### src/rtl/glitc_phi_trigger.sv
// GLITC phi-sector trigger: local and neighbour-coincidence triggers with holdoff and per-RITC hit scalers.
// Optional summed-power trigger type is enabled by defining GLITC_TRIG_SUM_EN.
module glitc_phi_trigger #(
    parameter int PWR_BITS  = 11,
    parameter int WINDOW    = 4,
    parameter int SCAL_BITS = 16
) (
    input  logic                 sysclk_i,
    input  logic                 rst_i,
    input  logic                 sync_i,
    input  logic [PWR_BITS-1:0]  r0_power_i,
    input  logic [PWR_BITS-1:0]  r1_power_i,
    input  logic [PWR_BITS-1:0]  phi_up_power_i,
    input  logic                 phi_up_valid_i,
    input  logic [PWR_BITS-1:0]  phi_down_power_i,
    input  logic                 phi_down_valid_i,
    input  logic [PWR_BITS-1:0]  r0_thresh_i,
    input  logic [PWR_BITS-1:0]  r1_thresh_i,
    input  logic [PWR_BITS-1:0]  nbr_thresh_i,
    input  logic [PWR_BITS:0]    sum_thresh_i,
    input  logic [3:0]           trig_mask_i,
    input  logic [7:0]           holdoff_i,
    input  logic [23:0]          scal_period_i,
    output logic                 trig_o,
    output logic [3:0]           trig_type_o,
    output logic [SCAL_BITS-1:0] r0_scaler_o,
    output logic [SCAL_BITS-1:0] r1_scaler_o,
    output logic                 scal_valid_o,
    output logic [1:0]           state_o
);

    typedef enum logic [1:0] {
        ST_WAIT_SYNC = 2'd0,
        ST_ARMED     = 2'd1,
        ST_HOLDOFF   = 2'd2,
        ST_UNUSED    = 2'd3
    } state_t;

    localparam logic [3:0]           WIN      = 4'(WINDOW);
    localparam logic [SCAL_BITS-1:0] SCAL_MAX = '1;

    // Stage 1: input registers
    logic [PWR_BITS-1:0] r0_q, r1_q, up_pwr_q, dn_pwr_q;
    logic                up_vld_q, dn_vld_q;

    always_ff @(posedge sysclk_i or posedge rst_i) begin
        if (rst_i) begin
            r0_q     <= '0;
            r1_q     <= '0;
            up_pwr_q <= '0;
            dn_pwr_q <= '0;
            up_vld_q <= 1'b0;
            dn_vld_q <= 1'b0;
        end else begin
            r0_q     <= r0_power_i;
            r1_q     <= r1_power_i;
            up_pwr_q <= phi_up_power_i;
            dn_pwr_q <= phi_down_power_i;
            up_vld_q <= phi_up_valid_i;
            dn_vld_q <= phi_down_valid_i;
        end
    end

    // Stage 2: threshold comparisons
    logic [1:0] hit_q, hit_d;
    logic       nup_q, nup_d, ndn_q, ndn_d;
    logic       sum_hit_q, sum_hit_d;

    always_comb begin
        hit_d[0] = r0_q >= r0_thresh_i;
        hit_d[1] = r1_q >= r1_thresh_i;
        nup_d    = up_vld_q && (up_pwr_q >= nbr_thresh_i);
        ndn_d    = dn_vld_q && (dn_pwr_q >= nbr_thresh_i);
`ifdef GLITC_TRIG_SUM_EN
        sum_hit_d = ({1'b0, r0_q} + {1'b0, r1_q}) >= sum_thresh_i;
`else
        sum_hit_d = 1'b0 & (|sum_thresh_i);
`endif
    end

    always_ff @(posedge sysclk_i or posedge rst_i) begin
        if (rst_i) begin
            hit_q     <= '0;
            nup_q     <= 1'b0;
            ndn_q     <= 1'b0;
            sum_hit_q <= 1'b0;
        end else begin
            hit_q     <= hit_d;
            nup_q     <= nup_d;
            ndn_q     <= ndn_d;
            sum_hit_q <= sum_hit_d;
        end
    end

    // Neighbour stretchers: reload to WINDOW on a hit, otherwise count down to zero
    logic [1:0] nbr_hit;
    logic [3:0] str_cnt_q [2];
    logic [1:0] str_busy;

    assign nbr_hit = {ndn_q, nup_q};

    generate
        for (genvar gi = 0; gi < 2; gi++) begin : g_stretch
            always_ff @(posedge sysclk_i or posedge rst_i) begin
                if (rst_i) begin
                    str_cnt_q[gi] <= '0;
                end else if (nbr_hit[gi]) begin
                    str_cnt_q[gi] <= WIN;
                end else if (str_cnt_q[gi] != 4'd0) begin
                    str_cnt_q[gi] <= str_cnt_q[gi] - 4'd1;
                end
            end
            assign str_busy[gi] = str_cnt_q[gi] != 4'd0;
        end
    endgenerate

    logic [3:0] type_raw, type_masked;
    logic       fire;

    always_comb begin
        type_raw[0] = hit_q[0];
        type_raw[1] = hit_q[1];
        type_raw[2] = (hit_q[0] || hit_q[1]) && (nup_q || ndn_q || (|str_busy));
        type_raw[3] = sum_hit_q;
        type_masked = type_raw & trig_mask_i;
        fire        = |type_masked;
    end

    // Trigger FSM; outputs are registered, forming the third pipeline stage
    state_t     state_q, state_d;
    logic [7:0] hold_q, hold_d;
    logic       trig_q, trig_d;
    logic [3:0] type_q, type_d;

    always_ff @(posedge sysclk_i or posedge rst_i) begin
        if (rst_i) begin
            state_q <= ST_WAIT_SYNC;
            hold_q  <= '0;
            trig_q  <= 1'b0;
            type_q  <= '0;
        end else begin
            state_q <= state_d;
            hold_q  <= hold_d;
            trig_q  <= trig_d;
            type_q  <= type_d;
        end
    end

    always_comb begin
        state_d = state_q;
        hold_d  = hold_q;
        trig_d  = 1'b0;
        type_d  = type_q;
        case (state_q)
            ST_WAIT_SYNC: begin
                if (sync_i) state_d = ST_ARMED;
            end
            ST_ARMED: begin
                if (fire) begin
                    trig_d = 1'b1;
                    type_d = type_masked;
                    hold_d = holdoff_i;
                    if (holdoff_i != 8'd0) state_d = ST_HOLDOFF;
                end
            end
            ST_HOLDOFF: begin
                hold_d = hold_q - 8'd1;
                if (hold_q <= 8'd1) state_d = ST_ARMED;
            end
            default: state_d = ST_WAIT_SYNC;
        endcase
    end

    // Scaler gate: free-running from the first sync, independent of the trigger FSM
    logic        started_q;
    logic [23:0] gate_q, gate_d;
    logic        gate_en, gate_last, gate_over;
    logic        sv_q;

    always_comb begin
        gate_en   = started_q && (scal_period_i != 24'd0);
        gate_last = gate_en && (gate_q == scal_period_i - 24'd1);
        gate_over = gate_en && (gate_q >= scal_period_i);
        if (!gate_en || gate_last || gate_over) begin
            gate_d = '0;
        end else begin
            gate_d = gate_q + 24'd1;
        end
    end

    always_ff @(posedge sysclk_i or posedge rst_i) begin
        if (rst_i) begin
            started_q <= 1'b0;
            gate_q    <= '0;
            sv_q      <= 1'b0;
        end else begin
            if (sync_i) started_q <= 1'b1;
            gate_q <= gate_d;
            sv_q   <= gate_last;
        end
    end

    logic [SCAL_BITS-1:0] cnt_q  [2];
    logic [SCAL_BITS-1:0] scal_q [2];

    generate
        for (genvar gi = 0; gi < 2; gi++) begin : g_scaler
            // A hit in the latch cycle seeds the next gate's count
            always_ff @(posedge sysclk_i or posedge rst_i) begin
                if (rst_i) begin
                    cnt_q[gi]  <= '0;
                    scal_q[gi] <= '0;
                end else if (gate_en) begin
                    if (gate_last) begin
                        scal_q[gi] <= cnt_q[gi];
                        cnt_q[gi]  <= {{(SCAL_BITS-1){1'b0}}, hit_q[gi]};
                    end else if (hit_q[gi] && (cnt_q[gi] != SCAL_MAX)) begin
                        cnt_q[gi] <= cnt_q[gi] + 1'b1;
                    end
                end
            end
        end
    endgenerate

    assign trig_o       = trig_q;
    assign trig_type_o  = type_q;
    assign r0_scaler_o  = scal_q[0];
    assign r1_scaler_o  = scal_q[1];
    assign scal_valid_o = sv_q;
    assign state_o      = state_q;

endmodule

### config.mk
export PLATFORM = sky130hd
export DESIGN_NAME = glitc_phi_trigger
export DESIGN_NICKNAME = d
export VERILOG_FILES = /design/src/rtl/glitc_phi_trigger.sv
export SDC_FILE = /design/constraint.sdc
export NUM_CORES = 1
export LEC_CHECK = 0
export CAP_MARGIN = 10
export CORE_UTILIZATION = 33
export DETAILED_ROUTE_END_ITERATION = 12
export GPL_TIMING_DRIVEN = 0
export PLACE_DENSITY = 0.64
export SYNTH_ARGS = -nofsm -noshare
export SYNTH_HDL_FRONTEND = slang
export SYNTH_SLANG_ARGS = --single-unit
export TNS_END_PERCENT = 10
### constraint.sdc
create_clock -name sysclk_i -period 7.96 [get_ports sysclk_i]
set_clock_uncertainty 0.05 [all_clocks]
set_input_delay 1.592 -clock sysclk_i [delete_from_list [all_inputs] [get_ports sysclk_i]]
set_output_delay 1.592 -clock sysclk_i [all_outputs]
set_load 0.005 [all_outputs]
==> results of run 1 <==
metrics by stage:
stage | setup TNS [ns] | total power [mW] | area [µm²] | util, %
2_1_floorplan | 0 | 1.47 | 9140 | -
3_3_place_gp | -80.71 | 1.67 | 11100 | 41.0
3_5_place_dp | 0 | 1.69 | 11100 | 41.2
4_1_cts | 0 | 2.60 | 11800 | 43.5
5_1_grt | 0 | 2.74 | 11800 | 43.5
6_report | 0 | 2.57 | 11800 | 43.5
registers in the layout, indices dropped and copies added (netlist names), 8 cells and up:
signal,cells
cnt_q,32
gate_q,24
r0_scaler_o,16
r1_scaler_o,16
dn_pwr_q,11
r0_q,11
r1_q,11
up_pwr_q,11
hold_q,8
str_cnt_q,8
power groups by stage:
stage	combinational, mW	sequential (mW)	clock [mW]
after global placement	0.591	1.08	0
after CTS	0.618	1.06	0.920
after global routing	0.701	1.08	0.953
after floorplan	0.423	1.04	0
final	0.610	1.06	0.893
after detailed placement	0.614	1.08	0
metal layers:
metal | wire [µm] | track usage [%] | vias up
met5 | 11 | 0 | -
met4 | 312 | 5.14 | 2
met3 | 652 | 2.54 | 19
met2 | 10900 | 28.0 | 121
met1 | 10000 | 20.4 | 3392
li1 | - | - | 3532
worst paths after layout:
kind                                   endpoint  slack, ns  depth (start not counted)
worst max-delay path            r0_scaler_o[11]       2.92                         11
worst min-delay path             r0_scaler_o[9]       0.43                          1
worst max register to register  r0_scaler_o[11]       4.71                          8
worst min register to register   r0_scaler_o[9]       0.43                          1
max in group asynchronous             cnt_q[23]       5.43                          3
min in group asynchronous              r1_q[10]       1.54                          2
cell usage in the layout, fill, tap and decap left out, types with 5 or more instances in the layout:
master	count
inv_8	5
and3_1	9
nand2_1	62
mux2_1	26
inv_1	77
dfrtp_1	162
o21a_1	10
or3_1	7
nand4_1	30
xor2_1	37
nand3_1	35
o21ai_0	23
ha_1	79
a21o_1	18
a21oi_1	20
o211ai_1	5
nor4_1	19
nor2_1	64
and4_1	7
clkbuf_1	15
nor3_1	48
xnor2_1	52
nand2b_1	6
a211oi_1	7
clkdlybuf4s50_1	152
mux2_2	7
mux2i_1	6
clkbuf_16	17
final cells by class:
cell class	count	share of cell area (%)
Clock inverter	14	1.64
Buffer	25	1.15
Tap cell	341	3.63
Timing Repair Buffer	154	13.2
Clock buffer	18	3.73
Inverter	79	2.59
Sequential cell	162	34.5
Antenna cell	1	0.0213
Multi-Input combinational cell	638	39.6
cells by family (layout without fill, tap and decap cells):
logic type,count (synthesis),after routing,share of synthesized area [%]
buffers and inverters,104,290,4.72
adder cells (fa/ha/maj),79,79,10.8
XOR/XNOR,90,90,8.79
flip-flops,162,162,44.4
AO/OA/AOI/OAI,112,112,8.42
other,1,2,0.0410
multiplexers,39,39,4.72
AND/OR/NAND/NOR,317,317,18.1
==> metrics.md, run 1 <==
| Metric | Value |
|---|---|
| Status | `completed` |
| Top FF cell, synth | `dfrtp_1` |
| Clock Latency Late Sink | `0.42 ns` |
| Synthesized netlist cell count | `904` |
| Delay-heaviest family, CP | `simple AND/OR/NAND/NOR gates` |
| FF+latch area | `0.00405 mm²` |
| Clock Tree Buf Depth | `2` |
| Slew headroom | `29.9%` |
| Area of the multi-input gates | `0.00465 mm²` |
| CP Buf/Inv Count | `3` |
| Area of the die | `0.0284 mm²` |
| Cell variety after synth | `65` |
| Fmax | `198 MHz` |
| Max Cap Viol | `0` |
| Synth area leaders | `dfrtp_1 (44%), ha_1 (11%), xnor2_1 (5.0%)` |
| Static Leak | `5.42 nW` |
| Vias post-DR | `7066` |
| RePlAce Congestion | `0.874` |
| Hold-fix buffer count after cts | `0` |
| Final Worst Setup Slack | `2.92 ns` |
| Vias per cell | `4.93` |
| Period utilisation layout | `63.3%` |
| Clock Sinks | `162` |
| Port bufs | `152` |
| Final Non-Filler Cells | `1432` |
| Hold/Removal Path Class | `flip-flop to flip-flop` |
| Critical path required time | `8.21 ns` |
| Synthesized area per cell | `10.1 µm²` |
| Net Sw Power | `0.809 mW` |
| Pre-antenna DRT Iters | `4` |
| Slew at the pin closest to its max-slew limit | `1.04 ns` |
| Global-route usage over all layers | `16.1%` |
| Final Max Tran Viols | `0` |
| Io pins | `170` |
| Hold Fails Final Rpt | `0` |
| Number of global-route vias before repair | `7118` |
| Synth warn | `0` |
| Average routed wire per standard cell | `15.3 µm` |
| DP Wirelength | `16900 µm` |
| Fill cells | `2543` |
| Fin Hold WS | `0.435 ns` |
| Initial Utilization | `33.8%` |
| WL final | `21900 µm` |
| Pre-CTS setup slack | `2.48 ns` |
| Final antenna-violating net count | `0` |
| Area Growth Syn to Fin | `28.7%` |
| Clock-pin transition on the worst setup and hold timing paths | `0.07 ns` |
| Top-count cell post-synth | `dfrtp_1` |
| Clk pwr share | `34.8%` |
| Synth async-reset ratio | `100%` |
| CP max FO | `10` |
| Crit-path max cell delay | `0.73 ns` |
| Yosys reg bits | `162` |
| Initial antenna violation count | `2` |
| Post-CTS Setup Repair Bufs | `0` |
| CTS root buffer | `clkbuf_16` |
| Syn nets | `1113` |
| TritonCTS buffer count | `17` |
| Setup CP Type | `primary input to flip-flop` |
| Crit. Startpoint | `scal_period_i[0]` |
| Share of layout cells above drive strength 1 | `6.06%` |
| Core Box Area | `0.0270 mm²` |
| Critical path's slowest cell | `nor4_4` |
| Fin crit period | `5.04 ns` |
| DRC viols | `0` |
| Initial drt markers | `389` |
| GRT overflow | `0` |
| Startpoint types | `primary input` |
| DIE WIDTH | `168 µm` |
| Power Density | `218 mW/mm²` |
| Num rows | `60` |
| Switch share | `31.5%` |
| Max VDD drop | `0.000125 V` |
| Reg2reg start | `gate_q[15]` |
| Die Height | `168 µm` |
| Worst Setup End Kind | `flip-flop` |
| Sequential fraction of the synthesis area | `44.4%` |
| Hold Startpoint | `r0_scaler_o[9]` |
| P_int | `1.76 mW` |
| TritonCTS clock tree | `yes` |
| Post-synth top area share | `44.4%` |
| Gate power share | `23.8%` |
| Synth area leader | `dfrtp_1` |
| Nets | `1286` |
| Pin count of the biggest net entering global routing | `102` |
| Commonest cells in the netlist | `dfrtp_1 (162), ha_1 (79), inv_1 (78)` |
| Unrepaired setup endpoints after global routing | `false` |
| Sequential power share | `41.5%` |
| Number of flops mapped to enable cells by yosys | `0` |
| Mapped cell area | `0.00914 mm²` |
| CP Data Arrival Time | `5.28 ns` |
| Global-route wire length before repair | `36000 µm` |
| Placed insts | `1398` |
| Htree depth | `4` |
| # resized after CTS | `0` |
| Setup violators final | `0` |
| Worst-path cell chain | `clkdlybuf4s50_1, inv_1, ha_1, nor3b_2, nand4_1, nor3_1, xnor2_1, o2111ai_1, nor4_4, buf_6, mux2_1` |
Power figures use the tool's default switching activity.
==> inputs of run 2 (changes only) <==
Clock period 7.96 ns to 4.81 ns, I/O delays scaled along.
==> run 2 against run 1 <==
Net effect:
- hold slack better by 0.00078 ns
- critical path depth stayed put
- power is 63% higher
- global-route usage is 0.12 points higher
- clock power is 59% higher
- worst setup slack worse by 2.4 ns
- count of clock-buffer cells in the layout is 1 lower
- highest routed layer unchanged
==> metrics.md, run 2 (same netlist as run 1, synthesis figures left out) <==
| Metric | Value |
|---|---|
| Io pins | `170` |
| Hold/Removal Path Class | `flip-flop to flip-flop` |
| DP Wirelength | `17300 µm` |
| CP Data Arrival Time | `4.58 ns` |
| Critical path required time | `5.07 ns` |
| Slew headroom | `24.3%` |
| Final antenna-violating net count | `0` |
| Top flop regs | `cnt_q (32), gate_q (24)` |
| # resized after CTS | `0` |
| Clock Tree Buf Depth | `2` |
| Delay-heaviest family, CP | `simple AND/OR/NAND/NOR gates` |
| DRC viols | `0` |
| Power Density | `356 mW/mm²` |
| Max Cap Viol | `0` |
| Placed insts | `1401` |
| Initial drt markers | `306` |
| Port bufs | `152` |
| Pin count of the biggest net entering global routing | `43` |
| Fmax | `231 MHz` |
| Worst-path cell chain | `clkdlybuf4s50_1, inv_1, ha_1, nor3b_2, nand4_1, nor3_1, xnor2_1, o2111ai_1, nor4_4, buf_6, mux2_1` |
| Area of the die | `0.0284 mm²` |
| Max VDD drop | `0.000224 V` |
| Tot Pwr | `4.19 mW` |
| CP Buf/Inv Count | `3` |
| DIE WIDTH | `168 µm` |
| Number of flip-flops in the largest register | `32` |
| Commonest non-fill, non-tap cell in the layout | `dfrtp_1` |
| Die Height | `168 µm` |
| Startpoint types | `primary input` |
| Worst r2r dst | `r0_scaler_o[14]` |
| WL final | `21700 µm` |
| Num rows | `60` |
| CTS root buffer | `clkbuf_16` |
| Clock-pin transition on the worst setup and hold timing paths | `0.07 ns` |
| RePlAce Congestion | `0.875` |
| Nets | `1288` |
| Initial Utilization | `33.8%` |
| FF-to-FF path depth | `8` |
| Worst Setup End Kind | `flip-flop` |
| Hold-fix buffer count after cts | `0` |
| Average routed wire per standard cell | `15.1 µm` |
| Crit-path max cell delay | `0.70 ns` |
| CP max FO | `10` |
| TritonCTS clock tree | `yes` |
| Post-CTS Setup Repair Bufs | `0` |
| Slew at the pin closest to its max-slew limit | `1.13 ns` |
| Number of global-route vias before repair | `7276` |
| Global-route usage over all layers | `16.2%` |
| Most frequent cells in the layout | `dfrtp_1 (162), clkdlybuf4s50_1 (152), ha_1 (79)` |
| Status | `completed` |
| Hold Startpoint | `r0_scaler_o[9]` |
| GRT overflow | `0` |
| Critical path's slowest cell | `nor4_4` |
| Period utilisation layout | `89.9%` |
| WP depth | `11` |
| TritonCTS buffer count | `17` |
| Unrepaired setup endpoints after global routing | `false` |
| Reg2reg start | `gate_q[13]` |
| Crit. Startpoint | `scal_period_i[1]` |
| Fill cells | `2565` |
| Most flops, register | `cnt_q` |
| Vias per cell | `4.96` |
| Htree depth | `4` |
| Clock Latency Late Sink | `0.43 ns` |
| Core Box Area | `0.0270 mm²` |
| Hold Fails Final Rpt | `0` |
| Pre-antenna DRT Iters | `6` |
| Global-route wire length before repair | `36200 µm` |
| Final Max Tran Viols | `0` |
| Static Leak | `5.43 nW` |
| Vias post-DR | `7112` |
| Clock Sinks | `162` |
| Critical Path Sink | `r0_scaler_o[14]` |
| Setup violators final | `0` |
| Setup CP Type | `primary input to flip-flop` |
| Initial antenna violation count | `2` |
| Area Growth Syn to Fin | `29.0%` |
| Worst reg2reg setup slack | `1.61 ns` |
| Final Non-Filler Cells | `1434` |
| Fin crit period | `4.33 ns` |
| Share of layout cells above drive strength 1 | `6.23%` |
## run 2: metal layers
| layer | vias up | track usage (%) | routed length (µm) |
|---|---|---|---|
| li1 | 3533 | - | - |
| met1 | 3414 | 20.0 | 9650 |
| met2 | 135 | 28.3 | 10900 |
| met3 | 28 | 3.24 | 713 |
| met4 | 2 | 5.34 | 397 |
| met5 | - | 0 | 12 |
## run 2: per-stage QoR
step / instance area [µm²] / hold slack (ns) / utilization, % / worst slack, ns / TNS [ns]
after floorplan: 9140 / 0.407 / - / 1.10 / 0
after global placement: 11100 / 0.417 / 41.0 / 0.0647 / 0
after detailed placement: 11200 / 0.424 / 41.3 / -0.00383 / -0.00383
after CTS: 11800 / 0.440 / 43.6 / 0.452 / 0
after global routing: 11800 / 0.452 / 43.6 / 0.215 / 0
final: 11800 / 0.435 / 43.6 / 0.485 / 0
## run 2: power by group
group | switching, mW | internal, mW
clock network | 0.628 | 0.793
registers | 0.209 | 1.56
logic | 0.502 | 0.503
## run 2: how the worst min path moves through the flow
stage | end | slack, ns | depth (start not counted)
global route | r0_scaler_o[9] | 0.45 | 1
floorplan | started_q | 0.41 | 1
detailed placement | r0_scaler_o[9] | 0.42 | 1
global placement | r0_scaler_o[10] | 0.42 | 1
finish | r0_scaler_o[9] | 0.44 | 1
CTS | r0_scaler_o[9] | 0.44 | 1
## run 2: worst reg2reg max path, cell delays in order (launching register included)
cell      delay [ns]
dfrtp_1         0.35
clkbuf_1        0.33
or4b_2          0.62
a21o_1          0.18
nand3_1         0.08
o21ai_1         0.15
nor4_4          0.74
buf_6           0.25
mux2_1          0.33
## run 2: area by class of cell
class	count	area, µm²	area share (%)
inverter	79	300	2.55
buffer	25	135	1.15
clock inverter	15	190	1.61
multi-input combinational	638	4650	39.5
sequential	162	4050	34.4
antenna	1	2.50	0.0212
tap	341	427	3.62
clock buffer	17	425	3.61
timing repair buffer	156	1600	13.6
